===== src/rtl/cv32e40p_hwloop_perm_pkg.sv =====
// Shared types and constants for the hardware-loop permutation scheduler.
package cv32e40p_hwloop_perm_pkg;

    localparam int unsigned NUM_INPUT    = 4;
    localparam int unsigned INPUT_WIDTH  = 2;
    localparam int unsigned NUM_CTRL_BIT = 5;
    localparam int unsigned CNT_WIDTH    = 32;
    localparam int unsigned LFSR_WIDTH   = 16;

    localparam logic [LFSR_WIDTH-1:0] LFSR_MASK         = 16'hB400;
    localparam logic [LFSR_WIDTH-1:0] LFSR_DEFAULT_SEED = 16'hACE1;

    typedef enum logic [1:0] {
        IDLE  = 2'd0,
        REQ   = 2'd1,
        ISSUE = 2'd2,
        DONE  = 2'd3
    } state_e;

    // One Galois step, shifting right and folding the mask in on a set LSB.
    function automatic logic [LFSR_WIDTH-1:0] lfsr_next(input logic [LFSR_WIDTH-1:0] v);
        return (v >> 1) ^ (v[0] ? LFSR_MASK : {LFSR_WIDTH{1'b0}});
    endfunction

endpackage


===== src/rtl/cv32e40p_hwloop_perm_scheduler_if.sv =====
// Permuter request/response and iteration handshake bundle.
interface cv32e40p_hwloop_perm_scheduler_if;
    import cv32e40p_hwloop_perm_pkg::*;

    logic                              perm_next_o;
    logic [NUM_CTRL_BIT-1:0]           perm_random_o;
    logic [NUM_INPUT*INPUT_WIDTH-1:0]  perm_index_i;
    logic                              iter_valid_o;
    logic [CNT_WIDTH-1:0]              iter_o;
    logic                              iter_ready_i;

    modport master (
        output perm_next_o, perm_random_o, iter_valid_o, iter_o,
        input  perm_index_i, iter_ready_i
    );

    modport slave (
        input  perm_next_o, perm_random_o, iter_valid_o, iter_o,
        output perm_index_i, iter_ready_i
    );

endinterface


===== src/rtl/cv32e40p_hwloop_perm_lfsr.sv =====
// 16-bit Galois LFSR supplying random control bits; a zero seed loads the default.
module cv32e40p_hwloop_perm_lfsr
    import cv32e40p_hwloop_perm_pkg::*;
(
    input  logic                  clk,
    input  logic                  rst_n,
    input  logic                  load,
    input  logic [LFSR_WIDTH-1:0] seed,
    input  logic                  step,
    output logic [LFSR_WIDTH-1:0] state
);

    logic [LFSR_WIDTH-1:0] lfsr_d, lfsr_q;

    // Load has priority over step; otherwise hold.
    always_comb begin
        lfsr_d = lfsr_q;
        if (load) begin
            lfsr_d = (seed == '0) ? LFSR_DEFAULT_SEED : seed;
        end else if (step) begin
            lfsr_d = lfsr_next(lfsr_q);
        end
    end

    // State register.
    always_ff @(posedge clk) begin
        if (!rst_n) begin
            lfsr_q <= LFSR_DEFAULT_SEED;
        end else begin
            lfsr_q <= lfsr_d;
        end
    end

    assign state = lfsr_q;

endmodule


===== src/rtl/cv32e40p_hwloop_perm_scheduler.sv =====
// Walks count_i iterations in blocks of NUM_INPUT, requesting a permutation per
// block and issuing in-range iteration numbers in permuted order.
// Optional feature: CV32E40P_HWLOOP_PERM_LFSR_EN enables the LFSR-driven
// random control bits; without it perm_random_o is tied to zero.
module cv32e40p_hwloop_perm_scheduler
    import cv32e40p_hwloop_perm_pkg::*;
(
    input  logic                                 clk,
    input  logic                                 rst_n,
    input  logic                                 start_i,
    input  logic [CNT_WIDTH-1:0]                 count_i,
    input  logic [LFSR_WIDTH-1:0]                seed_i,
    input  logic                                 abort_i,
    cv32e40p_hwloop_perm_scheduler_if.master     bus,
    output logic                                 busy_o,
    output logic                                 done_o
);

    state_e                 state_d, state_q;
    logic [CNT_WIDTH-1:0]   count_d, count_q;
    logic [CNT_WIDTH-1:0]   base_d, base_q;
    logic [INPUT_WIDTH-1:0] slot_d, slot_q;

    logic [INPUT_WIDTH-1:0] slot_idx;
    logic [CNT_WIDTH-1:0]   idx;
    logic [CNT_WIDTH-1:0]   rem;
    logic                   in_range;
    logic                   last_slot;
    logic                   rem_last;
    logic                   lfsr_load;
    logic                   lfsr_step_en;

    // Current slot decode; base < count whenever ISSUE is active, so rem never wraps.
    assign slot_idx  = bus.perm_index_i[INPUT_WIDTH*32'(slot_q) +: INPUT_WIDTH];
    assign idx       = CNT_WIDTH'(slot_idx);
    assign rem       = count_q - base_q;
    assign in_range  = (idx < rem);
    assign last_slot = (slot_q == INPUT_WIDTH'(NUM_INPUT - 1));
    assign rem_last  = (rem <= CNT_WIDTH'(NUM_INPUT));

    // Next-state and counter update.
    always_comb begin
        state_d      = state_q;
        count_d      = count_q;
        base_d       = base_q;
        slot_d       = slot_q;
        lfsr_load    = 1'b0;
        lfsr_step_en = 1'b0;
        unique case (state_q)
            IDLE: begin
                if (start_i) begin
                    count_d   = count_i;
                    base_d    = '0;
                    lfsr_load = 1'b1;
                    state_d   = (count_i == '0) ? DONE : REQ;
                end
            end
            REQ: begin
                lfsr_step_en = 1'b1;
                slot_d       = '0;
                state_d      = ISSUE;
            end
            ISSUE: begin
                if (!in_range || bus.iter_ready_i) begin
                    if (last_slot) begin
                        if (rem_last) begin
                            state_d = DONE;
                        end else begin
                            base_d  = base_q + CNT_WIDTH'(NUM_INPUT);
                            state_d = REQ;
                        end
                    end else begin
                        slot_d = slot_q + INPUT_WIDTH'(1);
                    end
                end
            end
            DONE: begin
                state_d = IDLE;
            end
            default: begin
                state_d = IDLE;
            end
        endcase
        if (abort_i && (state_q != IDLE)) begin
            state_d = IDLE;
        end
    end

    // State and counter registers.
    always_ff @(posedge clk) begin
        if (!rst_n) begin
            state_q <= IDLE;
            count_q <= '0;
            base_q  <= '0;
            slot_q  <= '0;
        end else begin
            state_q <= state_d;
            count_q <= count_d;
            base_q  <= base_d;
            slot_q  <= slot_d;
        end
    end

    // Outputs decoded from registered state and the stable permuter index.
    assign busy_o           = (state_q != IDLE);
    assign done_o           = (state_q == DONE);
    assign bus.perm_next_o  = (state_q == REQ);
    assign bus.iter_valid_o = (state_q == ISSUE) && in_range;
    assign bus.iter_o       = bus.iter_valid_o ? (base_q + idx) : '0;

`ifdef CV32E40P_HWLOOP_PERM_LFSR_EN
    logic [LFSR_WIDTH-1:0] lfsr_state;
    logic                  unused_lfsr_hi;

    cv32e40p_hwloop_perm_lfsr u_lfsr (
        .clk   (clk),
        .rst_n (rst_n),
        .load  (lfsr_load),
        .seed  (seed_i),
        .step  (lfsr_step_en),
        .state (lfsr_state)
    );

    assign bus.perm_random_o = (state_q == REQ) ? lfsr_state[NUM_CTRL_BIT-1:0] : '0;
    assign unused_lfsr_hi    = ^lfsr_state[LFSR_WIDTH-1:NUM_CTRL_BIT];
`else
    logic unused_lfsr;

    assign bus.perm_random_o = '0;
    assign unused_lfsr       = ^{lfsr_load, lfsr_step_en, seed_i};
`endif

endmodule


===== src/flat_wrapper.sv =====
// flat-port wrapper written by rule: the top's interface ports become plain ports
module cv32e40p_hwloop_perm_scheduler_flat import cv32e40p_hwloop_perm_pkg::*;
  (clk, rst_n, start_i, count_i, seed_i, abort_i, busy_o, done_o, bus_perm_next_o, bus_perm_random_o, bus_iter_valid_o, bus_iter_o, bus_perm_index_i, bus_iter_ready_i);
  cv32e40p_hwloop_perm_scheduler_if bus_i ();
  input  logic clk;
  input  logic rst_n;
  input  logic start_i;
  input  logic [CNT_WIDTH-1:0] count_i;
  input  logic [LFSR_WIDTH-1:0] seed_i;
  input  logic abort_i;
  output logic busy_o;
  output logic done_o;
  output wire logic [$bits(bus_i.perm_next_o)-1:0] bus_perm_next_o;
  output wire logic [$bits(bus_i.perm_random_o)-1:0] bus_perm_random_o;
  output wire logic [$bits(bus_i.iter_valid_o)-1:0] bus_iter_valid_o;
  output wire logic [$bits(bus_i.iter_o)-1:0] bus_iter_o;
  input wire logic [$bits(bus_i.perm_index_i)-1:0] bus_perm_index_i;
  input wire logic [$bits(bus_i.iter_ready_i)-1:0] bus_iter_ready_i;
  assign bus_perm_next_o = bus_i.perm_next_o;
  assign bus_perm_random_o = bus_i.perm_random_o;
  assign bus_iter_valid_o = bus_i.iter_valid_o;
  assign bus_iter_o = bus_i.iter_o;
  assign bus_i.perm_index_i = bus_perm_index_i;
  assign bus_i.iter_ready_i = bus_iter_ready_i;
  cv32e40p_hwloop_perm_scheduler u_core (.clk(clk), .rst_n(rst_n), .start_i(start_i), .count_i(count_i), .seed_i(seed_i), .abort_i(abort_i), .bus(bus_i), .busy_o(busy_o), .done_o(done_o));
endmodule

===== config.mk =====
export PLATFORM = sky130hd
export DESIGN_NAME = cv32e40p_hwloop_perm_scheduler_flat
export DESIGN_NICKNAME = d
export VERILOG_FILES = /design/src/rtl/cv32e40p_hwloop_perm_pkg.sv /design/src/rtl/cv32e40p_hwloop_perm_scheduler_if.sv /design/src/rtl/cv32e40p_hwloop_perm_lfsr.sv /design/src/rtl/cv32e40p_hwloop_perm_scheduler.sv /design/src/flat_wrapper.sv
export SDC_FILE = /design/constraint.sdc
export NUM_CORES = 1
export LEC_CHECK = 0
export BUFFER_PORTS_ARGS = -buffer_cell sky130_fd_sc_hd__buf_4
export CORE_AREA = 2 2 104 106
export CTS_CLUSTER_DIAMETER = 30
export DETAILED_ROUTE_END_ITERATION = 16
export DIE_AREA = 0 0 106 108
export PLACE_DENSITY = 0.86
export SLEW_MARGIN = 20
export SYNTH_ARGS = -nofsm -noshare
export SYNTH_HDL_FRONTEND = slang
export SYNTH_HIERARCHICAL = 1
export SYNTH_SLANG_ARGS = --single-unit
export TNS_END_PERCENT = 5

===== constraint.sdc =====
create_clock -name clk -period 7.15 [get_ports clk]
set_clock_uncertainty 0.05 [all_clocks]
set_input_delay 1.43 -clock clk [delete_from_list [all_inputs] [get_ports clk]]
set_output_delay 1.43 -clock clk [all_outputs]
set_load 0.02 [all_outputs]

Word level (Yosys, flattened, before mapping)
Index checks and enable logic that the tools add are counted.
{ "classes": {"n_reduce_logical": 14, "shift": 1, "n_bitwise": 1, "mux": 15, "eq_ne": 9, "magnitude_cmp": 2, "n_addsub": 4} }
{ "ops": {"columns": ["cell", "n"], "rows": [
  ["$mux W32", 5],
  ["$pmux W32 S2", 1],
  ["$add A32 B2 Y32", 1],
  ["$add A32 B3 Y32 const B", 1],
  ["$le A32 B3 Y1 const B", 1],
  ["$logic_not A32 Y1", 1],
  ["$lt A2 B32 Y1", 1],
  ["$sub A32 B32 Y32", 1],
  ["$mux W2", 7],
  ["$pmux W2 S4", 1],
  ["$shiftx A8 B4 Y2", 1],
  ["$eq A2 B2 Y1 const B", 3],
  ["$ne A2 B2 Y1 const B", 3],
  ["$reduce_and A3 Y1", 2],
  ["$reduce_bool A2 Y1", 3],
  ["$reduce_and A5 Y1", 1],
  ["$ne A2 B1 Y1 const B", 2],
  ["$pmux W2 S2", 1],
  ["$add A2 B1 Y2 const B", 1],
  ["$eq A2 B1 Y1 const B", 1],
  ["$logic_and A1 B1 Y1", 2],
  ["$logic_not A2 Y1", 1],
  ["$reduce_and A2 Y1", 1],
  ["$reduce_or A2 Y1", 1],
  ["other kinds (3)", 3]
]} }
{ "totals": {"output_inout_bits": 41, "input_bits": 61, "wordCells": 50, "regBits": 68} }

Longest topological paths before layout
Gate-level depths: netlist of run 1.
{ "logic_depth": {"depth_word": 6, "mapped_depth": 17, "depth_no_buf": 13} }

Least setup slack after synthesis of run 1
Ideal clock, no wire load.
{ "synth_path": {"path_kind": "input -> output", "from": "in bus_perm_index_i[7]", "to": "out bus_iter_o[22]", "t_required_ns": 5.670, "arrival_time_ns": 3.624, "cell_stages": 9, "path_slack_ns": 2.046, "path_cell_list": "mux4_2 > ha_1 > a21boi_0 > o21ai_0 > or3_1 > nor3_1 > nand2b_1 > clkbuf_1 > nor2_1"} }
{ "synth_via": {"elab_chain_len": 4, "word_cells_on_any_way": 5, "classes_between": "add/sub: 1; order compare: 1; shift: 1; mux: 1; reduce/logical: 1"} }
{ "synth_lines": {"columns": ["element", "line_no", "text"], "rows": [
  ["start, declared", "flat_wrapper.sv:17", "input wire logic [$bits(bus_i.perm_index_i)-1:0] bus_perm_index_i;"],
  ["$shiftx A8 B4 Y2 *", "cv32e40p_hwloop_perm_scheduler.sv:34", "assign slot_idx = bus.perm_index_i[INPUT_WIDTH*32'(slot_q) +: INPUT_WIDTH];"],
  ["$lt A2 B32 Y1", "cv32e40p_hwloop_perm_scheduler.sv:37", "assign in_range = (idx < rem);"],
  ["$logic_and A1 B1 Y1", "cv32e40p_hwloop_perm_scheduler.sv:108", "assign bus.iter_valid_o = (state_q == ISSUE) && in_range;"],
  ["$mux W32 *", "cv32e40p_hwloop_perm_scheduler.sv:109", "assign bus.iter_o = bus.iter_valid_o ? (base_q + idx) : '0;"],
  ["end, declared", "flat_wrapper.sv:16", "output wire logic [$bits(bus_i.iter_o)-1:0] bus_iter_o;"]
]} }
Every way passes the cells marked *; elsewhere a longest branch is shown, timed or not.

Worst setup path in the final report of run 1
{ "layout_path": {"from": "reg u_core.base_q[15]", "to": "out bus_iter_o[31]"} }
{ "layout_via": {"elab_chain_len": 4, "word_cells_on_any_way": 5, "classes_between": "add/sub: 2; order compare: 1; mux: 1; reduce/logical: 1"} }
{ "layout_lines": {"columns": ["element", "line_no", "text"], "rows": [
  ["start, declared", "cv32e40p_hwloop_perm_scheduler.sv:21", "logic [CNT_WIDTH-1:0] base_d, base_q;"],
  ["start signal, assigned", "cv32e40p_hwloop_perm_scheduler.sv:99", "base_q <= base_d;"],
  ["$sub A32 B32 Y32", "cv32e40p_hwloop_perm_scheduler.sv:36", "assign rem = count_q - base_q;"],
  ["$lt A2 B32 Y1", "cv32e40p_hwloop_perm_scheduler.sv:37", null],
  ["$logic_and A1 B1 Y1", "cv32e40p_hwloop_perm_scheduler.sv:108", null],
  ["$mux W32 *", "cv32e40p_hwloop_perm_scheduler.sv:109", null]
]} }
Marks and branches as above.

==> key figures, run 1 <==
Timing
  • Fmax: ~160 MHz
  • Final hold slack: 0.4194 ns
  • Final count of negative-setup-slack endpoints: 0
  • Final Hold Vio Count: 0
  • Worst Tran Pin Value: 0.9193 ns
  • Period utilization: between 80% and 90%
  • Slew HR: 38.57%
  • Post-layout minimum cycle time: 6.248 ns
  • Unrepaired setup endpoints after global routing: no
  • Slew Limit Fails: 0
  • Setup TNS: 0 ns

Pwr
  • P per Cell Area: 189.0 nW/µm²
  • VDD IR max: 0.0001284 V
  • Leak pwr: 0.002753 µW
  • Power Total: 1345 µW

Layout
  • Reg area: 1321 µm²
  • Area of the multi-input gates: 4594 µm²
  • Nets: 1039
  • Most frequent cells in the layout: nand2_1 (137), buf_4 (86), nor2_1 (85)
  • Fraction of layout cells with a size suffix above 1: between 10 and 15%
  • Layout area overhead: 12.70%
  • Design area: 7117 µm²
  • Diode count: 0
  • Filler cell count: 925
  • Commonest non-fill, non-tap cell in the layout: nand2_1

Global route
  • Initial antenna violation count: 0
  • GRT Util Overall: a little over a third
  • First-pass GRT wire length: 32810 µm
  • Vias in the first global route: ~6300
  • Largest net degree at the start of global routing: 41
  • Overflow left after global routing: 0

Clock tree
  • Clk_lat worst skew: 0.35 ns
  • Num CTS Buffers: 9
  • Clock slew at reported path FFs: 0.08 ns
  • Hold buffers post-CTS: 0
  • CTS root buf: clkbuf_8
  • Sink Count: 66
  • TritonCTS clock tree: yes
  • Max Root-Sink Buffers: 2
  • Setup repair bufs after CTS: 0
  • H-tree depth: 3
  • Post-cts gate resize count: 0

Placement
  • PortBufs: 80
  • Dpl hpwl: about 16000 µm
  • Placed Area: 6889 µm²
  • GPL Wtd Cong: 1.049

Logic synthesis
  • Synth Warn #: 6
  • Cell count after synthesis: 894
  • Ys flop type: dfxtp_1
  • Post-synthesis sequential area ratio: a little over a fifth
  • EDFF count, synth: 0
  • Synth unique cells: 85
  • #FFs+latches synth: 66
  • Mapped cell area: 6315 µm²
  • Syn_area_per_cell: 7.064 µm²
  • Post-synthesis async set-or-reset flop share: 0%

Critical path
  • Critical Path RT: approximately 5.7 ns
  • Max FO, Critical Path: 31
  • Arr. time, crit path: 4.77 ns
  • Setup crit end kind: output pin
  • Critical Path Source Type: register
  • Critical path class: reg -> out

Hold path
  • HP Class: reg -> reg

Outcome
  • Status: finished, final reports clean

Die
  • Die Ht: around 110 µm
  • Initial core utilization: 61.72%
  • Cell Rows: 37
  • Die ar.: 11450 µm²
  • # IOs: 102
  • Die W: between 100 and 150 µm
  • Core ar.: 10230 µm²

Detailed routing
  • Routed wire length: 21180 µm
  • Detailed-route DRC error count: 0
  • Initial DRC count: 766
  • Final ANT Viol Nets: 0
  • WL/cell: 19.53 µm
  • DRT Pass-1 Iters: 5
  • Vias: 7113
  • Routed vias/inst: around 6.6

Run
  • Max-cap violations: 0
logic make-up (layout without fill, tap and decap cells):
logic type,Yosys count,after routing,synth area share (%)
xor gates and xnor gates,39,39,5.409
DFF,66,66,20.92
buffers and inverters,96,144,6.717
AOI/OAI and AO/OA,244,244,27.22
other,2,8,0.1189
muxes,8,8,1.704
adders and majority gates,35,35,6.935
and+or+nand+nor,404,404,30.97
where the power goes:
part | internal [µW] | switching, µW
Combinational | 216 | 375
Sequential | 382 | 11.5
Clock | 206 | 154
Total | 805 | 540
final timing paths:
path	startpoint	end	slack, ns	depth (start not counted)
max	u_core/base_q[15]	bus_iter_o[31]	0.90	15
max reg2reg	u_core/base_q[15]	u_core/base_q[26]	2.22	14
min	u_core/count_q[25]	u_core/count_q[25]	0.42	2
min reg2reg	u_core/count_q[25]	u_core/count_q[25]	0.42	2
synth_stat cells (all sizes together), types with 13 or more instances:
| cell | n | share of area (%) |
|---|---|---|
| inv | 42 | 2.5 |
| clkbuf | 28 | 1.7 |
| a21oi | 52 | 4.4 |
| nand2b | 13 | 1.3 |
| nand4 | 31 | 3.1 |
| nand3 | 28 | 2.2 |
| nand2 | 137 | 8.1 |
| a21boi | 38 | 4.5 |
| xnor2 | 33 | 4.6 |
| buf | 26 | 2.5 |
| nor4 | 22 | 2.2 |
| dfxtp | 66 | 21 |
| nor2 | 87 | 5.2 |
| o21ai | 42 | 3.3 |
| ha | 35 | 6.9 |
| nor3 | 31 | 2.6 |
| or3 | 14 | 1.4 |
layout make-up:
cell class	count	area share, %
sequential	66	18.57
multi-input combinational	738	64.56
clock inverter	6	1.266
inverter	42	2.215
clock buffer	10	1.934
tap	136	2.391
timing repair buffer	86	9.072
through the flow:
stage / util (%) / setup slack [ns] / cells
global route: 69.56 / 0.5760 / 1084
global placement: 67.34 / 1.314 / 1068
finish: 69.56 / 0.9024 / 1084
CTS: 69.56 / 0.8566 / 1084
detailed placement: 67.34 / 1.293 / 1068
floorplan: - / 2.046 / 900
worst max-delay path: stages (launching register included):
cell,delay [ns]
dfxtp_1,0.43
inv_1,0.12
ha_1,0.40
a21oi_2,0.41
o21a_1,0.25
o21ai_0,0.23
a2111oi_0,0.66
a311o_1,0.22
a41o_1,0.23
o2111ai_1,0.24
nor3_1,0.31
nand2b_1,0.15
buf_4,0.30
inv_1,0.11
and2_1,0.17
buf_4,0.15
sequential cells by signal (all words and copies together), names as in the netlist:
name and cells:
u_core/base_q 30, u_core/count_q 32, u_core/slot_q 2, u_core/state_q 2
layer usage:
layer / vias to the layer above / part of all wire (%) / GRT usage, % / routed length [µm]
met5: - / 0 / 0 / 0
met2: 422 / 46 / 59.91 / 9772
li1: 3348 / - / - / -
met1: 3270 / 40 / 46.52 / 8462
met3: 73 / 9.4 / 5.967 / 1991
met4: 0 / 4.5 / 18.14 / 949
Note: power is estimated with default switching activity, not from simulation.
==> inputs of run 2 (changes only) <==
Settings changed: CORE_AREA 2 2 104 106 to 2 2 113 115, DIE_AREA 0 0 106 108 to 0 0 115 117, PLACE_DENSITY 0.86 to 0.77.
Clock period 7.15 ns to 5.4 ns, I/O delays scaled along.
==> key figures, run 2 (synthesized netlist as in run 1, its figures left out) <==
Outcome
  • Status: finished, final reports clean

Layout
  • Nets: 1066 (+2.6%)
  • Reg with most FFs: u_core/count_q
  • Diode count: 0 (unchanged)
  • Largest regs: u_core/count_q x32, u_core/base_q x30
  • Fraction of layout cells with a size suffix above 1: 16.63% (+3.2 points)
  • Layout area overhead: 18.01%
  • Commonest non-fill, non-tap cell in the layout: nand2_1
  • Most frequent cells in the layout: nand2_1 (136), buf_4 (112), nor2_1 (85)
  • Design area: 7452 µm² (+4.7%)
  • Largest register FFs: 32 (unchanged)
  • Non-Filler Instances: 1124 (+3.7%)

Detailed routing
  • Top layer in use: met4
  • Vias: 7068 (-0.63%)
  • Routed wire length: 21430 µm (+1.2%)
  • Met3 wire length: 1581 µm (-21%)
  • DRT Pass-1 Iters: 6 (+1)
  • Met2 routed WL: 9883 µm (+1.1%)
  • WL/cell: 19.06 µm (-2.4%)
  • Detailed-route DRC error count: 0 (unchanged)
  • Final ANT Viol Nets: 0 (unchanged)
  • Routed vias/inst: 6.288 (-4.2%)
  • Metal-1 WL: 9267 µm (+9.5%)
  • Initial DRC count: 707 (-7.7%)

Die
  • # IOs: 102 (unchanged)
  • Die W: 115 µm (+8.5%)
  • Initial core utilization: 51.29% (-10 points)
  • Die Ht: 117 µm (+8.3%)
  • Cell Rows: 41 (+11%)
  • Die ar.: 13460 µm² (+18%)
  • Core ar.: 12310 µm² (+20%)

Critical path
  • Top delay family on crit path: compound AO/OA/AOI/OAI gates
  • Critical Path Source Type: register
  • CP max-delay cell: ha_2
  • Max FO, Critical Path: 23 (-26%)
  • CP peak stage delay: 0.45 ns (-0.21 ns)
  • Critical Path RT: 4.27 ns (-1.40 ns)
  • Arr. time, crit path: 4.14 ns (-0.63 ns)
  • Setup crit end kind: output pin
  • Critical path class: reg -> out
  • Bufs and invs on worst path: 3 (-1)
  • Worst-path cell chain: inv_1 > ha_2 > nand2_1 > o21a_1 > o21ai_1 > mux2_2 > a311o_1 > a41o_1 > o2111ai_1 > nor3_2 > nand2b_2 > buf_12 > nor2_1 > buf_4

Hold path
  • HP Class: reg -> reg

Clock tree
  • Num CTS Buffers: 9 (unchanged)
  • Sink Count: 66 (unchanged)
  • H-tree depth: 3 (unchanged)
  • Max Root-Sink Buffers: 2 (unchanged)
  • TritonCTS clock tree: yes
  • Clk_lat worst skew: 0.33 ns (-0.02 ns)
  • Clock slew at reported path FFs: 0.05 ns (-0.03 ns)
  • CTS root buf: clkbuf_16

Timing
  • Slew Limit Fails: 0 (unchanged)
  • Final Hold Vio Count: 0 (unchanged)
  • Slew HR: 37.57% (-1.0 points)
  • Worst Tran Pin Value: 0.9342 ns (+0.01497 ns)
  • Fmax: about 190 MHz
  • Final count of negative-setup-slack endpoints: 0 (unchanged)
  • Post-layout minimum cycle time: 5.271 ns
  • Period utilization: 97.61%

Placement
  • Placed cells: 1106 (+3.6%)
  • Dpl hpwl: 17040 µm (+3.7%)
  • Placed Area: 7099 µm² (+3.1%)
  • GPL Wtd Cong: 1.030 (-1.8%)
  • PortBufs: 80 (unchanged)

Global route
  • Largest net degree at the start of global routing: 41 (unchanged)
  • Initial antenna violation count: 0 (unchanged)
  • First-pass GRT wire length: 33510 µm (+2.1%)
  • Vias in the first global route: 6412 (+2.3%)
  • Overflow left after global routing: 0 (unchanged)
  • GRT Util Overall: 31.72% (-4.7 points)

Run
  • Max-cap violations: 0 (unchanged)

Pwr
  • Power Total: 1916 µW (+42%)
  • P per Cell Area: 257.1 nW/µm² (+36%)
  • VDD IR max: 0.0001668 V (+30%)
  • Leak pwr: 0.002914 µW (+5.8%)
-- run 2: changes by cell type in the layout (fill, tap and decap cells not counted), sizes merged --
| cell | change |
|---|---|
| buf | +27 |
| bufinv | -1 |
-- run 2: per-layer routing --
layer	up-vias	global-route usage [%]
met2	326	51.96
met5	-	0
met4	0	12.37
li1	3390	-
met1	3304	42.76
met3	48	3.965
-- run 2: final cells by class --
cell class / instances / area (µm²)
Fill cell: 1159 / 4860
Multi-Input combinational cell: 738 / 4639
Sequential cell: 66 / 1321
Timing Repair Buffer: 113 / 860.8
Clock buffer: 10 / 229.0
Tap cell: 150 / 187.7
Inverter: 42 / 157.7
Clock inverter: 5 / 56.30
-- run 2: worst paths after layout --
| kind | end | slack [ns] | cells past startpoint | from |
|---|---|---|---|---|
| setup / recovery | bus_iter_o[20] | 0.13 | 14 | u_core/base_q[14] |
| hold / removal | u_core/count_q[20] | 0.42 | 2 | u_core/count_q[20] |
| setup reg to reg | u_core/base_q[27] | 0.87 | 14 | u_core/base_q[14] |
| hold reg to reg | u_core/count_q[20] | 0.42 | 2 | u_core/count_q[20] |
-- run 2: repair_timing --
| item | 4_1_cts | 5_1_grt |
|---|---|---|
| buffers inserted | 0 | 3 |
| pin swaps | 0 | 2 |
| hold buffers | 0 | 0 |
| endpoints found under the setup margin | 33 | 33 |
| gates resized for setup | 2 | 11 |
-- run 2: stage by stage --
step                       TNS, ns  worst slack, ns  utilization [%]  hold WS (ns)
after floorplan                  0           0.9557                -        0.3935
after global placement           0           0.1474            57.66        0.4029
after detailed placement         0           0.1953            57.66        0.4130
after CTS                        0         0.004216            60.02        0.4210
after global routing      -0.01566        -0.007740            60.53        0.4415
final                            0           0.1292            60.53        0.4159
-- run 2: power by group --
group / switching [µW] / internal, µW / leakage, µW
Clock: 212 / 354 / 0.000138
Combinational: 511 / 316 / 0.00224
Sequential: 15.2 / 507 / 0.000537
Total: 739 / 1180 / 0.00291
-- run 2: worst min-delay path, cell delays in order (launching register included) --
cell      delay (ns)
dfxtp_1         0.31
nand2_1         0.05
a21boi_0        0.06
==> inputs of run 3 (changes only) <==
Settings changed: CORE_AREA 2 2 113 115 to 2 2 149 151, DIE_AREA 0 0 115 117 to 0 0 151 153, PLACE_DENSITY 0.77 to 0.47.
Clock period 5.4 ns to 5.1 ns, I/O delays scaled along.
==> key figures, run 3 (synthesized netlist as in run 1, its figures left out) <==
Detailed routing
  • Final ANT Viol Nets: 0 (unchanged)
  • Vias: 7047 (-0.30%)
  • Initial DRC count: 434 (-39%)
  • Routed wire length: 23670 µm (+10%)
  • Detailed-route DRC error count: 0 (unchanged)
  • Routed vias/inst: 5.514 (-12%)
  • WL/cell: 18.52 µm (-2.8%)
  • DRT Pass-1 Iters: 5 (-1)

Layout
  • Most frequent cells in the layout: nand2_1 (135), buf_4 (134), nor2_1 (85)
  • Fraction of layout cells with a size suffix above 1: 21.74% (+5.1 points)
  • Filler cell count: 2374 (+100%)
  • Largest regs: u_core/count_q x32, u_core/base_q x30
  • Nets: 1089 (+2.2%)
  • Layout area overhead: 26.37%
  • Reg with most FFs: u_core/count_q
  • Commonest non-fill, non-tap cell in the layout: nand2_1
  • Diode count: 0 (unchanged)
  • Largest register FFs: 32 (unchanged)

Global route
  • Largest net degree at the start of global routing: 41 (unchanged)
  • First-pass GRT wire length: 36600 µm (+9.2%)
  • Initial antenna violation count: 0 (unchanged)
  • Vias in the first global route: 6710 (+4.6%)
  • GRT Util Overall: 20.22% (-11 points)
  • Overflow left after global routing: 0 (unchanged)

Clock tree
  • H-tree depth: 3 (unchanged)
  • Clock slew at reported path FFs: 0.06 ns (about the same)
  • CTS root buf: clkbuf_16
  • TritonCTS clock tree: yes
  • Sink Count: 66 (unchanged)
  • Num CTS Buffers: 9 (unchanged)
  • Clk_lat worst skew: 0.34 ns (about the same)
  • Max Root-Sink Buffers: 2 (unchanged)

Run
  • Max-cap violations: 0 (unchanged)

Outcome
  • Status: finished, final reports clean

Timing
  • Slew Limit Fails: 0 (unchanged)
  • Setup ws final: 0.1847 ns (+0.05556 ns)
  • Unrepaired setup endpoints after global routing: no
  • Worst Tran Pin Value: 0.9788 ns (+0.04451 ns)
  • Final Hold Vio Count: 0 (unchanged)
  • Period utilization: 96.38%
  • Fmax: 203.4 MHz
  • Slew HR: 34.59% (-3.0 points)
  • Setup TNS: 0 ns (unchanged)
  • Final count of negative-setup-slack endpoints: 0 (unchanged)
  • Post-layout minimum cycle time: 4.915 ns

Die
  • Die W: 151 µm (+31%)
  • Die Ht: 153 µm (+31%)
  • Die ar.: 23100 µm² (+72%)
  • Core ar.: 21490 µm² (+75%)
  • Initial core utilization: 29.39% (-22 points)
  • Cell Rows: 54 (+32%)
  • # IOs: 102 (unchanged)

Critical path
  • Setup crit end kind: output pin
  • Critical Path RT: 4.03 ns (-0.24 ns)
  • Critical path class: reg -> out
  • Arr. time, crit path: 3.85 ns (-0.29 ns)
  • Critical Path Source Type: register
  • Max FO, Critical Path: 15 (-35%)
  • Worst R2R Path Depth: 16 (+2)

Placement
  • Post-Place Setup Slack: 0.1581 ns (-0.03727 ns)
  • PortBufs: 80 (unchanged)
  • GPL Wtd Cong: 0.9129 (-11%)
  • Dpl hpwl: 18650 µm (+9.5%)

Pwr
  • VDD IR max: 0.0001061 V (-36%)
  • Leak pwr: 0.003059 µW (+5.0%)
  • P per Cell Area: 262.1 nW/µm² (+1.9%)

Hold path
  • HP Class: reg -> reg
  • Hold Path Depth: 2 (unchanged)
[run 3: cell types whose count changed in the layout (fill, tap and decap cells not counted), sizes merged]
cell / delta
buf: +22
clkbuf: +5
bufinv: -1
clkinv: -1
clkinvlp: -1
[run 3: metrics by stage]
step	std cells	hold WS (ns)	power [µW]	utilization, %	cell area (µm²)
3_3_place_gp	1259	0.4066	1433	34.60	7435
3_5_place_dp	1259	0.4103	1425	34.60	7435
6_report	1278	0.4145	2091	37.14	7980
5_1_grt	1278	0.4457	2206	37.14	7980
2_1_floorplan	900	0.3935	1145	-	6337
4_1_cts	1276	0.4180	2050	36.15	7767
[run 3: critical path, stage by stage (launching register included)]
cell,delay (ns)
dfxtp_1,0.32
inv_1,0.07
ha_1,0.40
a21oi_4,0.33
nor3_1,0.10
or4_1,0.52
nor3_1,0.17
nand3_1,0.12
nor4_2,0.31
nand4_1,0.25
nor3_2,0.29
nand2b_4,0.21
clkbuf_16,0.19
nor2_1,0.06
buf_4,0.15
[run 3: final cells by class]
class                           instances  area [µm²]  area share, %
Clock buffer                           14       274.0          3.434
Timing Repair Buffer                  136        1051          13.17
Inverter                               42       157.7          1.976
Multi-Input combinational cell        738        4812          60.30
Clock inverter                          2       10.01         0.1254
Sequential cell                        66        1325          16.60
Tap cell                              280       350.3          4.390
[run 3: path summary, 6_finish.rpt]
check	from	end	slack (ns)
worst max-delay path	u_core/base_q[15]	bus_iter_o[2]	0.18
worst min-delay path	u_core/count_q[1]	u_core/count_q[1]	0.41
worst max register to register	u_core/base_q[15]	u_core/base_q[8]	1.00
worst min register to register	u_core/count_q[1]	u_core/count_q[1]	0.41
[run 3: repair_timing]
item,CTS,global route
cloned,0,1
setup buffers,1,1
endpoints found under the setup margin,33,33
hold buffers,0,0
pin swaps,1,5
resized for setup,14,43
[run 3: power breakdown]
group          total, µW  switching (µW)  internal [µW]
registers            555            17.8            537
logic                936             564            371
clock network        601             233            368
[run 3: per-layer routing]
layer  part of all wire, %  track usage [%]  vias up
li1                      -                -     3444
met1                    47            28.27     3319
met2                    46            32.16      248
met3                   4.0            1.940       36
met4                   2.6            7.432        0
met5                     0                0        -
